===== config.mk =====
export PLATFORM = sky130hd
export DESIGN_NAME = cmac_link_sequencer
export DESIGN_NICKNAME = d
export VERILOG_FILES = /design/src/rtl/cmac_seq_pkg.sv /design/src/rtl/cmac_seq_timer.sv /design/src/rtl/cmac_link_sequencer.sv
export SDC_FILE = /design/constraint.sdc
export NUM_CORES = 1
export LEC_CHECK = 0
export CAP_MARGIN = 40
export CORE_AREA = 8 8 115 117
export DETAILED_ROUTE_END_ITERATION = 6
export DIE_AREA = 0 0 123 125
export HOLD_SLACK_MARGIN = 0.06
export PLACE_DENSITY = 0.75
export SLEW_MARGIN = 5
export SYNTH_ARGS = -nofsm -noshare
export SYNTH_HDL_FRONTEND = slang
export SYNTH_SLANG_ARGS = --single-unit

===== constraint.sdc =====
create_clock -name rx_clk -period 3.6 [get_ports rx_clk]
set_clock_uncertainty 0.1 [all_clocks]
set_input_delay 0.9 -clock rx_clk [delete_from_list [all_inputs] [get_ports rx_clk]]
set_output_delay 0.9 -clock rx_clk [all_outputs]
set_load 0.005 [all_outputs]

===== src/rtl/cmac_seq_pkg.sv =====
// cmac_link_sequencer shared types: state encodings,
// FEC mode codes, counter widths and small helpers.
package cmac_seq_pkg;

  typedef enum logic [2:0] {
    ST_RESET_DP   = 3'd0,
    ST_SETTLE     = 3'd1,
    ST_WAIT_ALIGN = 3'd2,
    ST_QUALIFY    = 3'd3,
    ST_LINKED     = 3'd4
  } seq_state_e;

  localparam logic [1:0] FEC_OFF  = 2'd0;
  localparam logic [1:0] FEC_ON   = 2'd1;
  localparam logic [1:0] FEC_AUTO = 2'd2;

  localparam int CNT_W = 16;
  localparam int TMR_W = 32;

  function automatic logic [CNT_W-1:0] sat_inc(
    input logic [CNT_W-1:0] v
  );
    return (&v) ? v : v + CNT_W'(1);
  endfunction

  // Auto mode starts each mode change with FEC on.
  function automatic logic fec_start(
    input logic [1:0] m
  );
    logic r;
    r = 1'b0;
    unique case (1'b1)
      m == FEC_ON:   r = 1'b1;
      m >= FEC_AUTO: r = 1'b1;
      default:       r = 1'b0;
    endcase
    return r;
  endfunction

  function automatic logic is_auto(
    input logic [1:0] m
  );
    return m >= FEC_AUTO;
  endfunction

endpackage


===== src/rtl/cmac_seq_timer.sv =====
// Loadable 32-bit down-counter. done marks the last cycle
// of a loaded interval; a load of 0 behaves like a load of 1.
module cmac_seq_timer
  import cmac_seq_pkg::*;
(
  input  logic             rx_clk,
  input  logic             load,
  input  logic [TMR_W-1:0] load_val,
  output logic             done
);

  logic [TMR_W-1:0] count;

  always_ff @(posedge rx_clk) begin
    if (load) begin
      count <= load_val;
    end else if (count != '0) begin
      count <= count - TMR_W'(1);
    end
  end

  assign done = (count <= TMR_W'(1));

endmodule


===== src/rtl/cmac_link_sequencer.sv =====
// CMAC RX bring-up sequencer with RS-FEC auto toggling.
// Define CMAC_SEQ_LATENCY_EN to build the align_latency counter.
module cmac_link_sequencer
  import cmac_seq_pkg::*;
#(
  parameter int unsigned RESET_CYCLES  = 50,
  parameter int unsigned SETTLE_CYCLES = 1024,
  parameter int unsigned ALIGN_TIMEOUT = 644531250,
  parameter int unsigned STABLE_CYCLES = 4096
) (
  input  logic             rx_clk,
  input  logic             rx_reset,
  input  logic [1:0]       fec_mode_cfg,
  input  logic             stat_rx_aligned,
  output logic             ctl_rsfec_enable,
  output logic             reset_rx_datapath,
  output logic             ctl_tx_enable,
  output logic             ctl_tx_send_rfi,
  output logic             link_up,
  output logic [CNT_W-1:0] attempt_count,
  output logic [CNT_W-1:0] link_drop_count,
  output logic [2:0]       seq_state,
  output logic [31:0]      align_latency
);

  localparam logic [TMR_W-1:0] T_RST = TMR_W'(RESET_CYCLES);
  localparam logic [TMR_W-1:0] T_SET = TMR_W'(SETTLE_CYCLES);
  localparam logic [TMR_W-1:0] T_ALN = TMR_W'(ALIGN_TIMEOUT);
  localparam logic [TMR_W-1:0] T_STB = TMR_W'(STABLE_CYCLES);

  seq_state_e       state_q;
  seq_state_e       state_d;
  logic [1:0]       cfg_q;
  logic             fec_q;
  logic             fec_d;
  logic             cfg_chg;
  logic             ph_load;
  logic [TMR_W-1:0] ph_val;
  logic             ph_done;
  logic             al_load;
  logic             al_done;
  logic             att_inc;
  logic             drop_inc;
  logic             rdp_d;
  logic             link_d;

  assign cfg_chg = (fec_mode_cfg != cfg_q);

  cmac_seq_timer u_phase (
    .rx_clk   (rx_clk),
    .load     (rx_reset | ph_load),
    .load_val (rx_reset ? T_RST : ph_val),
    .done     (ph_done)
  );

  cmac_seq_timer u_align (
    .rx_clk   (rx_clk),
    .load     (rx_reset | al_load),
    .load_val (T_ALN),
    .done     (al_done)
  );

  always_ff @(posedge rx_clk) begin
    if (rx_reset) begin
      state_q <= ST_RESET_DP;
      cfg_q   <= fec_mode_cfg;
      fec_q   <= fec_start(fec_mode_cfg);
    end else begin
      state_q <= state_d;
      cfg_q   <= fec_mode_cfg;
      fec_q   <= fec_d;
    end
  end

  always_comb begin
    state_d  = state_q;
    fec_d    = fec_q;
    ph_load  = 1'b0;
    ph_val   = T_RST;
    al_load  = 1'b0;
    att_inc  = 1'b0;
    drop_inc = 1'b0;
    if (cfg_chg) begin
      state_d = ST_RESET_DP;
      fec_d   = fec_start(fec_mode_cfg);
      ph_load = 1'b1;
    end else begin
      unique case (state_q)
        ST_RESET_DP: begin
          if (ph_done) begin
            state_d = ST_SETTLE;
            ph_load = 1'b1;
            ph_val  = T_SET;
          end
        end
        ST_SETTLE: begin
          if (ph_done) begin
            state_d = ST_WAIT_ALIGN;
            al_load = 1'b1;
            att_inc = 1'b1;
          end
        end
        ST_WAIT_ALIGN: begin
          if (stat_rx_aligned) begin
            state_d = ST_QUALIFY;
            ph_load = 1'b1;
            ph_val  = T_STB;
          end else if (al_done) begin
            state_d = ST_RESET_DP;
            ph_load = 1'b1;
            fec_d   = is_auto(cfg_q) ? ~fec_q : fec_q;
          end
        end
        ST_QUALIFY: begin
          if (!stat_rx_aligned) begin
            state_d = ST_WAIT_ALIGN;
          end else if (ph_done) begin
            state_d = ST_LINKED;
          end else if (al_done) begin
            state_d = ST_RESET_DP;
            ph_load = 1'b1;
            fec_d   = is_auto(cfg_q) ? ~fec_q : fec_q;
          end
        end
        ST_LINKED: begin
          // FEC is kept so the last-good mode is retried first.
          if (!stat_rx_aligned) begin
            state_d  = ST_RESET_DP;
            ph_load  = 1'b1;
            drop_inc = 1'b1;
          end
        end
        default: begin
          state_d = ST_RESET_DP;
          ph_load = 1'b1;
        end
      endcase
    end
  end

  always_comb begin
    rdp_d  = (state_d == ST_RESET_DP);
    link_d = (state_d == ST_LINKED);
  end

  always_ff @(posedge rx_clk) begin
    if (rx_reset) begin
      reset_rx_datapath <= 1'b1;
      link_up           <= 1'b0;
      ctl_tx_enable     <= 1'b0;
      ctl_tx_send_rfi   <= 1'b1;
      attempt_count     <= '0;
      link_drop_count   <= '0;
    end else begin
      reset_rx_datapath <= rdp_d;
      link_up           <= link_d;
      ctl_tx_enable     <= link_d;
      ctl_tx_send_rfi   <= ~link_d;
      if (att_inc) begin
        attempt_count <= sat_inc(attempt_count);
      end
      if (drop_inc) begin
        link_drop_count <= sat_inc(link_drop_count);
      end
    end
  end

  assign ctl_rsfec_enable = fec_q;
  assign seq_state        = state_q;

`ifdef CMAC_SEQ_LATENCY_EN
  logic [31:0] lat_cnt;
  logic [31:0] lat_q;
  logic        in_align;

  assign in_align = (state_q == ST_WAIT_ALIGN) ||
                    (state_q == ST_QUALIFY);

  always_ff @(posedge rx_clk) begin
    if (rx_reset) begin
      lat_cnt <= '0;
      lat_q   <= '0;
    end else begin
      if (att_inc) begin
        lat_cnt <= '0;
      end else if (in_align) begin
        lat_cnt <= lat_cnt + 32'd1;
      end
      // Include the cycle on which LINKED is entered.
      if (link_d && state_q == ST_QUALIFY) begin
        lat_q <= lat_cnt + 32'd1;
      end
    end
  end

  assign align_latency = lat_q;
`else
  assign align_latency = '0;
`endif

endmodule


# ---- After elaboration in Yosys (flattened, before gate mapping)
# Cells that the tools add are included.
dict set report totals {
  regBits 105
  output_inout_bits 72
  wordCells 83
  in_bits 5
}
dict set report classes {
  n_bitwise 6
  mux 37
  eq_ne 10
  n_addsub 4
  reduce_logical 12
  n_lt_le_gt_ge 4
}
# op count
set op_table {}
lappend op_table {{two-way mux 32 bit} 3}
lappend op_table {{less-or-equal comparator 32 x 1 -> 1 bit (second input constant)} 2}
lappend op_table {{nonzero test 32 bit} 2}
lappend op_table {{subtractor 32 x 1 -> 32 bit (second input constant)} 2}
lappend op_table {{adder 16 x 1 -> 16 bit (second input constant)} 2}
lappend op_table {{AND reduction 16 bit} 2}
lappend op_table {{two-way mux 13 bit} 2}
lappend op_table {{case mux 13 bit (2 select lines)} 1}
lappend op_table {{two-way mux 3 bit} 8}
lappend op_table {{two-way mux 1 bit} 19}
lappend op_table {{case mux 3 bit (5 select lines)} 1}
lappend op_table {{!= test 4 bit (second input constant)} 3}
lappend op_table {{two-way mux 11 bit} 1}
lappend op_table {{equality test 3 x 2 -> 1 bit (second input constant)} 2}
lappend op_table {{equality test 3 bit (second input constant)} 2}
lappend op_table {{zero test 3 bit} 2}
lappend op_table {{case mux 1 bit (5 select lines)} 1}
lappend op_table {{>= comparator 2 bit (second input constant)} 2}
lappend op_table {{inverter 1 bit} 4}
lappend op_table {{AND reduction 2 bit} 2}
lappend op_table {{AND reduction 4 bit} 1}
lappend op_table {{nonzero test 4 bit} 1}
lappend op_table {{equality test 3 x 1 -> 1 bit (second input constant)} 1}
lappend op_table {{equality test 2 x 1 -> 1 bit (second input constant)} 1}
lappend op_table {{other kinds (5)} 6}

# ---- Depth between registers and ports, before layout
# Gate-level depths: netlist of run 1.
dict set report logic_depth {
  ltp_word 8
  mapped_depth 10
  depth_no_buf 8
}

# ---- By module
# From an unflattened synthesis of run 1, not the netlist that was laid out.
dict set report unflattened {
  hier_cells 713
  hier_area_um2 6497.5
}
# mod cells_each area_each_um2 n_inst seq_area_each_um2
set modules_own_cells {}
lappend modules_own_cells {cmac_link_sequencer 269 2322.2 1 830.8}
lappend modules_own_cells {{cmac_seq_timer at u_phase} 222 2103.3 1 960.9}
lappend modules_own_cells {{cmac_seq_timer at u_align} 222 2072.0 1 960.9}

# ---- Worst setup path after synthesis of run 1
# No wires, ideal clock.
dict set report synth_timing {
  path_kind {reg-to-reg}
  startpoint {register u_phase.count[11]}
  endpoint {register u_phase.count[0], enable pin}
  required_time_ns 2.871
  synth_period_minus_slack_ns 3.618
  setup_slack_ns -0.018
  arrival_time_ns 2.888
  stages_incl_launch_ff 6
  path_buffers 0
  setup_time_ns 0.629
  path_cell_list {edfxtp_1 -> or4_4 -> or4_4 -> o31ai_1 -> a211o_1 -> nand4_1}
}
dict set report synth_between {
  elab_chain_len 7
}
# item line
set synth_lines {}
lappend synth_lines {{start: declaration} cmac_seq_timer.sv:12} ;# logic [TMR_W-1:0] count;
lappend synth_lines {{start signal: assignment} cmac_seq_timer.sv:16} ;# count <= load_val;
lappend synth_lines {{start signal: assignment} cmac_seq_timer.sv:18} ;# count <= count - TMR_W'(1);
lappend synth_lines {{less-or-equal comparator 32 x 1 -> 1 bit} cmac_seq_timer.sv:22} ;# assign done = (count <= TMR_W'(1));
lappend synth_lines {{two-way mux 1 bit} cmac_link_sequencer.sv:117} ;# end else if (ph_done) begin
lappend synth_lines {{two-way mux 1 bit} cmac_link_sequencer.sv:115} ;# if (!stat_rx_aligned) begin
lappend synth_lines {{case mux 1 bit (5 select lines)} cmac_link_sequencer.sv:88} ;# unique case (state_q)
lappend synth_lines {{two-way mux 1 bit} cmac_link_sequencer.sv:83} ;# if (cfg_chg) begin
lappend synth_lines {{bitwise OR 1 bit} cmac_link_sequencer.sv:51} ;# .load (rx_reset | ph_load),
lappend synth_lines {{nonzero test 2 bit (no source line) (*)} --}
# Every way passes the cells marked *; elsewhere a longest branch is shown, timed or not.
# A chain may end at the register's enable or synchronous reset.

# ---- Final worst setup path of run 1
dict set report layout_timing {
  startpoint {register u_phase.count[11]}
  endpoint {register attempt_count[13]}
}
dict set report layout_between {
  elab_chain_len 5
}
# item line
set layout_lines {}
lappend layout_lines {{less-or-equal comparator 32 x 1 -> 1 bit} cmac_seq_timer.sv:22}
lappend layout_lines {{two-way mux 1 bit} cmac_link_sequencer.sv:97} ;# if (ph_done) begin
lappend layout_lines {{two-way mux 1 bit} cmac_link_sequencer.sv:88}
lappend layout_lines {{two-way mux 1 bit} cmac_link_sequencer.sv:83}
lappend layout_lines {{AND reduction 2 bit (no source line)} --}
lappend layout_lines {{end signal: assignment} cmac_link_sequencer.sv:160} ;# attempt_count <= sat_inc(attempt_count);
lappend layout_lines {{end: declaration} cmac_link_sequencer.sv:20} ;# output logic [CNT_W-1:0] attempt_count,
# Every way passes these cells.

==> results.md, run 1 <==
- Status: completed
- Ant diodes: 0
- Final-report setup violation count: 0
- Mux cell area share after synthesis: 0.589%
- DRT antenna net count: 0
- Row cnt: 40
- Main synth FF type: dfxtp_1
- Relative slew slack: 40.9%
- Total CTS buffers: 9
- Post-synth top area share: 26.1%
- CP required: 3740 ps
- Post-synth EDFFs: 33
- Post-synthesis sequential area ratio: 44.0%
- Slew Limit Fails: 0
- GRT Overall Usage: 15.5%
- Die Area: 0.0154 sq mm
- #FFs+latches synth: 105
- Layout Nets: 665
- Cells after Synth: 602
- Routability congestion estimate: 0.844
- Initial antenna violation count: 0
- Maximum vdd drop: 0.195 mV
- DR WL/cell: 14.3 um
- Reg clk slew, reported paths: 70 ps
- Post-synthesis compound-gate area fraction: 5.73%
- Placed Cells: 789
- Quantity of gates resized following cts: 0
- Clock sinks: 105
- Xor-xnor portion of the synthesized cell area: 12.8%
- Via count: 4257
- RSZ-0062 raised after global routing: false
- First drt pass iteration count: 5
- PortBufs: 44
- Grt ovf: 0
- Area contributors post-synth: dfxtp_1 (26%), edfxtp_1 (18%), nor2_1 (6.9%)
- Pin count of the biggest net entering global routing: 39
- Drt total wl: 11500 um
- Clock root cell: clkbuf_16
- Crit Path Max Fanout: 14
- Kind of critical path: flip-flop to flip-flop
- Worst path arrival time: 3460 ps
- DP Area: 0.00606 sq mm
- Hold-fix buffers, CTS: 0
- Synth Cell Area: 0.00553 sq mm
- Adder and majority cell fraction of the synthesized area: 1.58%
- Vias in the first global route: 4197
- Worst-case clock buffer depth: 2
- Min-delay worst type: flip-flop to flip-flop
- Yosys Warn Count: 0
- Area Overhead vs Synth: 14.4%
- Die Ht: 125 um
- Core footprint: 0.0116 sq mm
- Post-CTS Setup Bufs: 0
- Maximum capacitance violations: 0
- Vias/cell: 5.29
- Power Density: 355 mW/mm^2
- Most frequent cells in the layout: nor2_1 (101), dfxtp_1 (72), nand2_1 (47)
- DIE WIDTH: 123 um
- Ys async rst share: 0%
- Maximum operating frequency: 302 MHz
- Critical Path End Type: flip-flop
- Simple logic cell fraction of the synthesized area: 28.2%
- Worst setup SP type: flip-flop
- First-pass GRT wire length: 19900 um
- Final hold violations: 0
- Starting Density: 47.6%
- Worst-margin pin slew: 883 ps
- Clk Latency, worst-skew pair: 350 ps
- Drt drc: 0
- Share of layout cells above drive strength 1: 8.21%
- Max H-tree Level: 3
- Share of the clock period used by the worst path: 92.1%
- IO Count: 77
- Non-Filler Instances: 805
- Total Neg Setup Slack: 0 ps
- Pleak: 2.20 nW
- Most common cell after layout, fill and taps aside: nor2_1
- DPL Wire Length: 8390 um
- Minimum clock period: 3320 ps
- Yosys cell types: 56
- Initial DRC Count: 262
- Post-Layout Inst Area: 0.00632 sq mm
- Area leader, netlist: dfxtp_1
- Average size of a mapped cell: 9.18 sq um
- Largest family of logic cells by synthesized area: simple AND/OR/NAND/NOR gates
- CTS tree: done
==> synthesized netlist by cell type, types with 4 or more instances <==
library cell  instances
o21ai_0               7
or3_1                 6
inv_1                13
clkbuf_1             11
ha_1                  7
nor2_1              101
and4_1                6
a21oi_1              15
buf_4                33
nand4_1              17
nor4_1               17
nand2_1              47
nor3_1               21
edfxtp_1             33
nor2b_1               4
or4_1                 7
nand3b_1              5
dfxtp_1              72
xnor2_1              41
nand2b_1              8
nor4_2                7
xor2_1               40
nand3_1              23
and2_1                4
buf_2                 5
and3_1                6
==> state kept, by name, summed over array words and instances (netlist names) <==
| register | flops |
|---|---|
| attempt_count | 16 |
| ctl_tx_send_rfi | 1 |
| u_phase.count | 32 |
| seq_state | 3 |
| u_align.count | 32 |
| cfg_q | 2 |
| reset_rx_datapath | 1 |
| link_up | 1 |
| ctl_rsfec_enable | 1 |
| link_drop_count | 16 |
==> worst max-delay path: stages, from the launching register on <==
cell	delay (ps)
edfxtp_1	440
or4_4	560
or4_4	570
or4_4	640
nor4_4	520
a21oi_1	160
a31o_1	200
==> final timing paths <==
| kind | start | endpoint | slack (ps) | cells after the start |
|---|---|---|---|---|
| worst max-delay path | u_phase.count[11] | attempt_count[13] | 280 | 6 |
| worst min-delay path | u_align.count[11] | u_align.count[11] | 370 | 2 |
| worst max register to register | u_phase.count[11] | attempt_count[13] | 280 | 6 |
| worst min register to register | u_align.count[11] | u_align.count[11] | 370 | 2 |
==> per-layer routing <==
layer	share of wire (%)	wire length [um]	global-route usage, %	up-vias
met3	5.8	668	3.02	7
met1	44	5090	19.5	2023
li1	-	-	-	2142
met5	0	0	0	-
met4	0.84	97	6.52	0
met2	49	5660	25.1	85
==> power breakdown <==
| group | total [mW] | switching (mW) | internal (mW) |
|---|---|---|---|
| Sequential | 1.24 | 0.0145 | 1.22 |
| Clock | 0.906 | 0.438 | 0.469 |
| Combinational | 0.101 | 0.0669 | 0.0345 |
==> layout make-up <==
| cell class | count | area (sq um) |
|---|---|---|
| clock inverter | 7 | 43.8 |
| fill | 1044 | 5290 |
| inverter | 13 | 48.8 |
| multi-input combinational | 464 | 2830 |
| clock buffer | 9 | 225 |
| timing repair buffer | 60 | 561 |
| sequential | 105 | 2430 |
| tap | 147 | 184 |
==> cell families after synthesis <==
kind of cell,after synthesis
compound gates,47
flops,105
other cells,1
mux,3
fa+ha+maj,7
buf+inv,64
simple gates,294
xor+xnor,81
==> metrics by stage <==
stage,hold slack (ps),power (mW),setup WS (ps),utilization (%)
final,374,2.25,284,54.5
after CTS,377,2.26,283,54.5
after detailed placement,367,1.36,120,52.2
after floorplan,342,1.36,37.2,-
after global placement,357,1.36,135,52.2
after global routing,415,2.34,126,54.5
No activity file was read; power rests on OpenSTA's default activity.
==> run 2: changes to the inputs <==
--- a/config.mk
+++ b/config.mk
@@ -5,7 +5,7 @@
 export SDC_FILE = /design/constraint.sdc
 export NUM_CORES = 1
 export LEC_CHECK = 0
-export CAP_MARGIN = 40
+export CAP_MARGIN = 20
 export CORE_AREA = 8 8 115 117
 export DETAILED_ROUTE_END_ITERATION = 6
 export DIE_AREA = 0 0 123 125
==> results of run 2 <==
Final layout, timing and power as in run 1 (identical DEF).
==> run 3: changes to the inputs <==
==> constraint.sdc (replaced) <==
create_clock -name rx_clk -period 3.6 [get_ports rx_clk]
set_clock_uncertainty 0.1 [all_clocks]
set_input_delay 0.9 -clock rx_clk [delete_from_list [all_inputs] [get_ports rx_clk]]
set_output_delay 0.9 -clock rx_clk [all_outputs]
set_load 0.02 [all_outputs]
==> results of run 3 <==
The final DEF is identical to that of run 1. Status: completed.
Among the figures that moved: total power 2.25 mW -> 2.27 mW
